===== src/rtl/joybus_pkg.sv =====
// JOYBUS device shared types and constants.
// Timing constants are in microseconds; modules scale them by CYC_PER_US.
package joybus_pkg;

  typedef enum logic [2:0] {
    IDLE,
    RX_LOW,
    RX_HIGH,
    RX_STOP,
    TURN,
    TX_BIT,
    TX_STOP,
    SKIP
  } Dev_state_t;

  localparam logic [7:0]  CMD_STATUS = 8'h00;
  localparam logic [7:0]  CMD_POLL   = 8'h01;
  localparam logic [7:0]  CMD_RESET  = 8'hFF;
  localparam logic [23:0] DEV_ID     = 24'h050002;

  localparam int BIT_US      = 4;
  localparam int ONE_LOW_US  = 1;
  localparam int ZERO_LOW_US = 3;
  localparam int SMP_US      = 2;
  localparam int RX_STOP_US  = 3;
  localparam int TX_STOP_US  = 2;

  function automatic int max_of(input int a, input int b);
    return (a > b) ? a : b;
  endfunction

endpackage


===== src/rtl/joybus_dev_tx.sv =====
// JOYBUS device bit-cell transmitter.
// Shifts out len bits from the MSB of word, one 4 us cell per bit.
module joybus_dev_tx
  import joybus_pkg::*;
#(
  parameter int CYC_PER_US = 25
) (
  input  logic        clk,
  input  logic        rst_n,
  input  logic        start,
  input  logic [5:0]  len,
  input  logic [31:0] word,
  output logic        oe,
  output logic        done
);

  localparam int CELL = BIT_US * CYC_PER_US;
  localparam int CW   = $clog2(CELL);

  localparam logic [CW-1:0] T_END  = CW'(CELL - 1);
  localparam logic [CW-1:0] T_ONE  = CW'(ONE_LOW_US * CYC_PER_US);
  localparam logic [CW-1:0] T_ZERO = CW'(ZERO_LOW_US * CYC_PER_US);

  logic [31:0]   sh;
  logic [5:0]    cnt;
  logic [CW-1:0] tmr;
  logic          act;
  logic [CW-1:0] low;

  assign low = sh[31] ? T_ONE : T_ZERO;

  always_ff @(posedge clk or negedge rst_n) begin
    if (!rst_n) begin
      sh   <= '0;
      cnt  <= '0;
      tmr  <= '0;
      act  <= 1'b0;
      oe   <= 1'b0;
      done <= 1'b0;
    end else begin
      done <= 1'b0;
      if (start) begin
        sh  <= word;
        cnt <= len;
        tmr <= '0;
        act <= 1'b1;
        oe  <= 1'b1;
      end else if (act) begin
        if (tmr == T_END) begin
          tmr <= '0;
          if (cnt == 6'd1) begin
            act  <= 1'b0;
            oe   <= 1'b0;
            done <= 1'b1;
          end else begin
            sh  <= {sh[30:0], 1'b0};
            cnt <= cnt - 6'd1;
            oe  <= 1'b1;
          end
        end else begin
          tmr <= tmr + CW'(1);
          oe  <= ((tmr + CW'(1)) < low);
        end
      end
    end
  end

endmodule


===== src/rtl/joybus_device.sv =====
// JOYBUS device (controller) end: receives a host command byte
// and answers with the device ID or a 32-bit button report.
module joybus_device
  import joybus_pkg::*;
#(
  parameter int CYC_PER_US = 25,
  parameter int TURN_US    = 2,
  parameter int TMO_US     = 5,
  parameter int IDLE_US    = 12
) (
  input  logic        clk,
  input  logic        rst_n,
  input  logic        jb_in,
  output logic        jb_oe,
  input  logic [31:0] btn_data,
  output logic [7:0]  cmd_byte,
  output logic        cmd_vld,
  output logic        rx_err,
  output logic        busy
);

  localparam int TW =
    $clog2(max_of(max_of(IDLE_US, TMO_US), BIT_US) * CYC_PER_US) + 1;

  localparam logic [TW-1:0] T_SMP  = TW'(SMP_US * CYC_PER_US);
  localparam logic [TW-1:0] T_TMO  = TW'(TMO_US * CYC_PER_US);
  localparam logic [TW-1:0] T_RSTP = TW'(RX_STOP_US * CYC_PER_US);
  localparam logic [TW-1:0] T_TURN = TW'(TURN_US * CYC_PER_US - 1);
  localparam logic [TW-1:0] T_TSTP = TW'(TX_STOP_US * CYC_PER_US);
  localparam logic [TW-1:0] T_IDLE = TW'(IDLE_US * CYC_PER_US - 1);

  Dev_state_t    state;
  logic [TW-1:0] timer;
  logic [5:0]    bit_cnt;
  logic [7:0]    shreg;
  logic [31:0]   tx_word;
  logic [5:0]    tx_len;
  logic          tx_start;
  logic          tx_oe;
  logic          tx_done;
  logic          stop_oe;

  logic s1, s2, lq;
  logic fall, rise;

  always_ff @(posedge clk or negedge rst_n) begin
    if (!rst_n) begin
      s1 <= 1'b1;
      s2 <= 1'b1;
      lq <= 1'b1;
    end else begin
      s1 <= jb_in;
      s2 <= s1;
      lq <= s2;
    end
  end

  assign fall  = lq & ~s2;
  assign rise  = ~lq & s2;
  assign busy  = (state != IDLE);
  assign jb_oe = tx_oe | stop_oe;

  always_ff @(posedge clk or negedge rst_n) begin
    if (!rst_n) begin
      state    <= IDLE;
      timer    <= '0;
      bit_cnt  <= '0;
      shreg    <= '0;
      tx_word  <= '0;
      tx_len   <= '0;
      tx_start <= 1'b0;
      stop_oe  <= 1'b0;
      cmd_byte <= '0;
      cmd_vld  <= 1'b0;
      rx_err   <= 1'b0;
    end else begin
      cmd_vld  <= 1'b0;
      rx_err   <= 1'b0;
      tx_start <= 1'b0;
      unique case (state)
        IDLE: begin
          if (fall) begin
            state   <= RX_LOW;
            bit_cnt <= '0;
            timer   <= '0;
          end
        end
        // rise before the 2 us sample point means the line read high
        RX_LOW: begin
          if (rise) begin
            shreg   <= {shreg[6:0], (timer <= T_SMP)};
            bit_cnt <= bit_cnt + 6'd1;
            timer   <= '0;
            state   <= RX_HIGH;
          end else if (timer >= T_TMO) begin
            rx_err <= 1'b1;
            timer  <= '0;
            state  <= SKIP;
          end else begin
            timer <= timer + TW'(1);
          end
        end
        RX_HIGH: begin
          if (fall) begin
            timer <= '0;
            state <= (bit_cnt == 6'd8) ? RX_STOP : RX_LOW;
          end else if (timer >= T_TMO) begin
            rx_err <= 1'b1;
            timer  <= '0;
            state  <= SKIP;
          end else begin
            timer <= timer + TW'(1);
          end
        end
        RX_STOP: begin
          if (rise) begin
            cmd_vld  <= 1'b1;
            cmd_byte <= shreg;
            timer    <= '0;
            unique case (1'b1)
              (shreg == CMD_STATUS),
              (shreg == CMD_RESET): begin
                tx_word <= {DEV_ID, 8'h00};
                tx_len  <= 6'd24;
                state   <= TURN;
              end
              (shreg == CMD_POLL): begin
                tx_word <= btn_data;
                tx_len  <= 6'd32;
                state   <= TURN;
              end
              default: state <= SKIP;
            endcase
          end else if (timer >= T_RSTP) begin
            rx_err <= 1'b1;
            timer  <= '0;
            state  <= SKIP;
          end else begin
            timer <= timer + TW'(1);
          end
        end
        TURN: begin
          if (timer == T_TURN) begin
            tx_start <= 1'b1;
            state    <= TX_BIT;
          end else begin
            timer <= timer + TW'(1);
          end
        end
        TX_BIT: begin
          if (tx_done) begin
            stop_oe <= 1'b1;
            timer   <= '0;
            state   <= TX_STOP;
          end
        end
        TX_STOP: begin
          if (timer < T_TSTP) begin
            timer <= timer + TW'(1);
            if (timer == T_TSTP - TW'(1)) stop_oe <= 1'b0;
          end else if (s2) begin
            state <= IDLE;
          end
        end
        SKIP: begin
          if (!s2) timer <= '0;
          else if (timer == T_IDLE) state <= IDLE;
          else timer <= timer + TW'(1);
        end
        default: state <= IDLE;
      endcase
    end
  end

  joybus_dev_tx #(
    .CYC_PER_US(CYC_PER_US)
  ) u_tx (
    .clk  (clk),
    .rst_n(rst_n),
    .start(tx_start),
    .len  (tx_len),
    .word (tx_word),
    .oe   (tx_oe),
    .done (tx_done)
  );

endmodule

===== config.mk =====
export PLATFORM = sky130hd
export DESIGN_NAME = joybus_device
export DESIGN_NICKNAME = d
export VERILOG_FILES = /design/src/rtl/joybus_pkg.sv /design/src/rtl/joybus_dev_tx.sv /design/src/rtl/joybus_device.sv
export SDC_FILE = /design/constraint.sdc
export NUM_CORES = 1
export LEC_CHECK = 0
export ABC_AREA = 1
export BUFFER_PORTS_ARGS = -buffer_cell sky130_fd_sc_hd__buf_2
export CAP_MARGIN = 25
export CORE_UTILIZATION = 50
export DETAILED_ROUTE_END_ITERATION = 8
export PLACE_DENSITY = 0.68
export SLEW_MARGIN = 40
export SYNTH_ARGS = -nofsm -noshare
export SYNTH_HDL_FRONTEND = slang
export SYNTH_SLANG_ARGS = --single-unit

===== constraint.sdc =====
create_clock -name clk -period 3.46 [get_ports clk]
set_input_delay 0.519 -clock clk [delete_from_list [all_inputs] [get_ports clk]]
set_output_delay 0.519 -clock clk [all_outputs]
set_load 0.05 [all_outputs]

== Word-level counts from Yosys, hierarchy flattened ==
Index checks and enable logic that the tools add are counted.

* Word-level logic and storage cells: 149
* Input bits: 35
* Flip-flop bits (word level): 128

* Order comparisons: 5
* Reduce and logical (&&, ||, !) cells: 18
* Multiplexer cells: 69
* Bitwise logic cells: 5
* Add/sub/neg operators: 4
* Eq/ne operators: 28

{| class="wikitable"
|+ Operators by type and width
! kind !! number
|-
| 2-to-1 mux 32 bit || 4
|-
| 2-to-1 mux 10 bit || 11
|-
| one-hot mux 10 bit (8 select lines) || 1
|-
| one-hot mux 32 bit (2 select lines) || 1
|-
| 2-to-1 mux 3 bit || 12
|-
| 2-to-1 mux 6 bit || 6
|-
| 2-to-1 mux 7 bit || 4
|-
| one-hot mux 3 bit (8 select lines) || 1
|-
| one-hot mux 6 bit (2 select lines) || 2
|-
| 2-to-1 mux 1 bit || 23
|-
| inequality test 2 bit, second input constant || 11
|-
| >= comparator 10 x 7 -> 1 bit, second input constant || 2
|-
| == test 3 bit, second input constant || 4
|-
| adder 10 x 1 -> 10 bit, second input constant || 1
|-
| == test 10 x 6 -> 1 bit, second input constant || 1
|-
| == test 10 x 9 -> 1 bit, second input constant || 1
|-
| <= comparator 10 x 6 -> 1 bit, second input constant || 1
|-
| < comparator 10 x 6 -> 1 bit, second input constant || 1
|-
| nonzero test 2 bit || 5
|-
| AND reduction 3 bit || 3
|-
| == test 8 x 1 -> 1 bit, second input constant || 1
|-
| == test 8 bit, second input constant || 1
|-
| zero test 8 bit || 1
|-
| AND reduction 8 bit || 1
|-
| other kinds (24) || 30
|}

== Longest topological paths before layout ==
* Depth after elaboration: 5
* Depth in mapped cells: 11
* Depth with buffers taken out: 10

== Hierarchy ==
Synthesis repeated with hierarchy kept, for this count alone.

* Cell total of the unflattened synthesis: 805
* Area total of the unflattened synthesis: 6316.1 sq um

{| class="wikitable"
|+ By module, submodules not included
! module !! seq. area each (sq um) !! area an instance (sq um) !! cells an instance !! times used
|-
| joybus_device || 1905.6 || 3756.1 || 481 || 1
|-
| joybus_dev_tx || 1201.2 || 2560.0 || 324 || 1
|}

== Worst setup path after synthesis ==
No wires, ideal clock.

* Path kind: reg-to-reg
* Start: register u_tx.tmr[0]
* End: register u_tx.oe
* Arrival time: 1.510 ns
* Library setup time: 0.119 ns
* Cell stages (with the launch flop): 11
* Required time: 3.341 ns
* Path buffers: 0
* Setup slack: 1.831 ns
* Cells stage by stage: dfrtp_1 > ha_1 > nand3_1 > xor2_1 > inv_1 > ha_1 > nand4_1 > nand3_1 > nand2_1 > nand2_1 > nand2_1

* Cells in the longest elaborated chain, start to end: 5

{| class="wikitable"
|+ Ends and longest elaborated chain
! element !! RTL line !! source
|-
| start, declared || joybus_dev_tx.sv:26 || <nowiki>logic [CW-1:0] tmr;</nowiki>
|-
| start signal, assigned || joybus_dev_tx.sv:61 || <nowiki>tmr <= tmr + CW'(1);</nowiki>
|-
| adder 7 x 1 -> 7 bit || joybus_dev_tx.sv:62 || <nowiki>oe <= ((tmr + CW'(1)) < low);</nowiki>
|-
| < comparator 7 bit || joybus_dev_tx.sv:62 ||
|-
| 2-to-1 mux 1 bit (*) || joybus_dev_tx.sv:49 || <nowiki>if (tmr == T_END) begin</nowiki>
|-
| 2-to-1 mux 1 bit (*) || joybus_dev_tx.sv:48 || <nowiki>end else if (act) begin</nowiki>
|-
| 2-to-1 mux 1 bit (*) || joybus_dev_tx.sv:42 || <nowiki>if (start) begin</nowiki>
|-
| end signal, assigned || joybus_dev_tx.sv:62 ||
|-
| end, declared || joybus_dev_tx.sv:13 || <nowiki>output logic oe,</nowiki>
|}

Every way passes the cells marked *; elsewhere a longest branch is shown, timed or not. The select of a mux whose other input is x is not followed.
A chain may end at the register's enable or synchronous reset.

== Final worst setup path ==
* Start: register state[1]
* End: output busy

* Cells in the longest elaborated chain, start to end: 1

{| class="wikitable"
|+ Ends and longest elaborated chain
! element !! RTL line !! source
|-
| start, declared || joybus_device.sv:32 || <nowiki>Dev_state_t state;</nowiki>
|-
| start signal, assigned || joybus_device.sv:106 || <nowiki>state <= (bit_cnt == 6'd8) ? RX_STOP : RX_LOW;</nowiki>
|-
| nonzero test 3 bit || joybus_device.sv:60 || <nowiki>assign busy = (state != IDLE);</nowiki>
|-
| end, declared || joybus_device.sv:19 || <nowiki>output logic busy</nowiki>
|}

Every way passes these cells.

==> insert_results.sql <==
INSERT INTO impl_metrics (metric_group, metric, value, unit) VALUES
('placement', 'last_weighted_congestion_value_of_the_routability_driven_placer', '0.846', ''),
('yosys', 'postSynthCellCount', '789', ''),
('placement', 'placement.io_buffers', '46', ''),
('yosys', 'dominantRegCellSynth', 'dfrtp_1', ''),
('layout', 'multiInputGateArea', '0.00274', 'mm²'),
('worst_setup_path', 'crit_chain', 'inv_2 > nand2_1 > nor2_1 > inv_1 > buf_2', ''),
('layout', 'fin_nets', '875', ''),
('die', 'floorplan.initialDensity', '51.2', '%'),
('route', 'drcViolationCount', '0', ''),
('timing', 'clock-skew-final', '9.28', 'ps'),
('power', 'finalPower', '4540', 'µW'),
('clock_network', 'ctsResizeCount', '0', ''),
('worst_setup_path', 'timing.critical_path.required', '2940', 'ps'),
('global_routing', 'vias_in_the_first_global_route', '4857', ''),
('yosys', 'yosysWarningCount', '0', ''),
('run_status', 'outcome', 'finished clean', ''),
('yosys', 'synth_enable_flop_cells', '0', ''),
('worst_setup_path', 'crit_path_max_fanout', '9', ''),
('timing', 'finalCriticalPeriod', '2110', 'ps'),
('die', 'die_area', '0.0133', 'mm²'),
('timing', 'slew_viol_final', '0', ''),
('global_routing', 'globalRouteMet2Util', '34.7', '%'),
('global_routing', 'globalRouteTotalUtil', '21.2', '%'),
('global_routing', 'grt_first_pass_wirelength', '21.9', 'mm'),
('yosys', 'synthDistinctLibCells', '38', ''),
('die', 'die_width', '115', 'µm'),
('clock_network', 'cts-htree-levels', '4', ''),
('yosys', 'synth_area_per_cell', '8.15', 'µm²'),
('timing', 'hold_viol', '0', ''),
('clock_network', 'cts.repair_timing.setup_buffer_count', '0', ''),
('timing', 'fmaxAchievable', '0.473', 'GHz'),
('yosys', 'proportion_of_synthesized_chip_area_in_sequential_cells', '48.3', '%'),
('clock_network', 'cts-root-buf', 'clkbuf_16', ''),
('worst_setup_path', 'worstSetupPathType', 'reg2out', ''),
('worst_setup_path', 'cp_slowest_cell', 'dfrtp_1', ''),
('die', 'design.core.area', '0.0126', 'mm²'),
('timing', 'worst_pin_slew', '724', 'ps'),
('route', 'vias', '5134', ''),
('timing', 'timing.max_slew.rel_slack', '51.7', '%'),
('placement', 'dp_hpwl', '8.64', 'mm'),
('worst_setup_path', 'critical_path.n_buffers_inverters', '3', ''),
('die', 'core.rowCount', '41', ''),
('clock_network', 'number_of_buffers_added_to_fix_hold_violations_after_cts', '0', ''),
('worst_setup_path', 'worst_path_largest_cell_delay', '530', 'ps'),
('global_routing', 'antenna_violations_before_repair', '0', ''),
('timing', 'unrepaired_setup_endpoints_after_global_routing', 'false', ''),
('clock_network', 'tritoncts_num_sinks', '124', ''),
('yosys', 'synth_top_cells_by_area', 'dfrtp_1, nand2_1, inv_1', ''),
('yosys', 'postSynthRegisterBits', '124', ''),
('yosys', 'synth.most_common_cell', 'nand2_1', ''),
('yosys', 'async_flop_share', '100', '%'),
('layout', 'num_antenna_cells', '0', ''),
('layout', 'final_design_area_no_fill', '0.00720', 'mm²'),
('route', 'drt_pass1_iterations', '5', ''),
('clock_network', 'tritoncts', 'yes', ''),
('route', 'avgViaCountPerCell', '5.07', ''),
('die', 'die-height', '115', 'µm'),
('clock_network', 'clk_pin_slew_worst_paths', '50', 'ps'),
('timing', 'final-setup-viol-count', '0', ''),
('placement', 'dp_slack', '1450', 'ps'),
('worst_setup_path', 'endpoint_kind', 'primary output', ''),
('worst_setup_path', 'arrival', '1590', 'ps'),
('worst_setup_path', 'worst_path_dominant_cell_family', 'flip-flops', ''),
('power', 'powerDensity', '631', 'mW/mm²'),
('layout', 'drive_above_1_share', '19.4', '%'),
('global_routing', 'met3_usage', '5.33', '%'),
('route', 'routed_wire_length_per_instance', '12.8', 'µm'),
('route', 'drt_first_iter_violations', '321', ''),
('run', 'number_of_maximum_capacitance_constraint_violations', '0', ''),
('layout', 'seq_area', '0.00311', 'mm²'),
('yosys', 'synth_fp_nets', '836', '');
flip-flops by register name, indices dropped and copies added (netlist names), 2 cells and up:
register  cells
shreg         8
tx_len        2
u_tx.sh      32
timer        10
tx_word      32
u_tx.tmr      7
state         3
bit_cnt       6
cmd_byte      8
u_tx.cnt      6
cells by family (layout without fill, tap and decap cells):
group                      Yosys count  in the layout  synth area share (%)
adders and majority gates           12             12                  2.33
xor gates and xnor gates            14             14                  1.91
DFF                                124            124                  48.3
buffers and inverters              125            177                  9.37
and+or+nand+nor                    401            401                  27.0
AOI/OAI and AO/OA                  113            113                  11.1
power breakdown:
| part | internal [µW] | total (µW) | switching (µW) |
|---|---|---|---|
| clock network | 1000 | 1590 | 590 |
| logic | 304 | 985 | 681 |
| registers | 1740 | 1970 | 225 |
final timing paths:
path                             start     endpoint  slack [ps]  cells past startpoint
max                           state[1]         busy        1350                      5
min                              rst_n  u_tx.tmr[4]         150                      1
max reg2reg                u_tx.tmr[0]  u_tx.sh[20]        1440                      8
min reg2reg                         s1           s2         360                      0
max in group asynchronous        rst_n           s2        2440                      2
min in group clk                 jb_in           s1         200                      1
layer usage:
metal / wire length [µm] / vias to the layer above / share of wire, %
li1: - / 2576 / -
met1: 5990 / 2427 / 46
met2: 6240 / 110 / 48
met3: 510 / 21 / 3.9
met4: 195 / 0 / 1.5
met5: 0 / - / 0
cells in the final DEF (no fill, tap or decap), types with 9 or more instances in the layout:
master	instances
o21ai_0	57
clkbuf_16	17
xor2_1	11
nor3_1	9
inv_2	13
o21ai_2	30
buf_2	45
nand2_1	250
inv_1	81
nand2_2	33
dfrtp_1	120
clkbuf_1	11
ha_1	12
nand4_1	10
nor2_1	44
nand3_1	38
final cells by class:
type | count | share of cell area (%)
timing repair buffer | 50 | 3.65
inverter | 95 | 4.95
tap | 172 | 2.99
multi-input combinational | 540 | 38.0
clock inverter | 3 | 0.556
sequential | 124 | 43.1
clock buffer | 29 | 6.67
through the flow:
stage | util (%) | hold WS, ps
after global placement | 53.1 | 352
after floorplan | - | 223
after detailed placement | 53.2 | 353
final | 57.3 | 149
after global routing | 57.3 | 189
after CTS | 57.3 | 169
(Power assumes the default switching activity.)
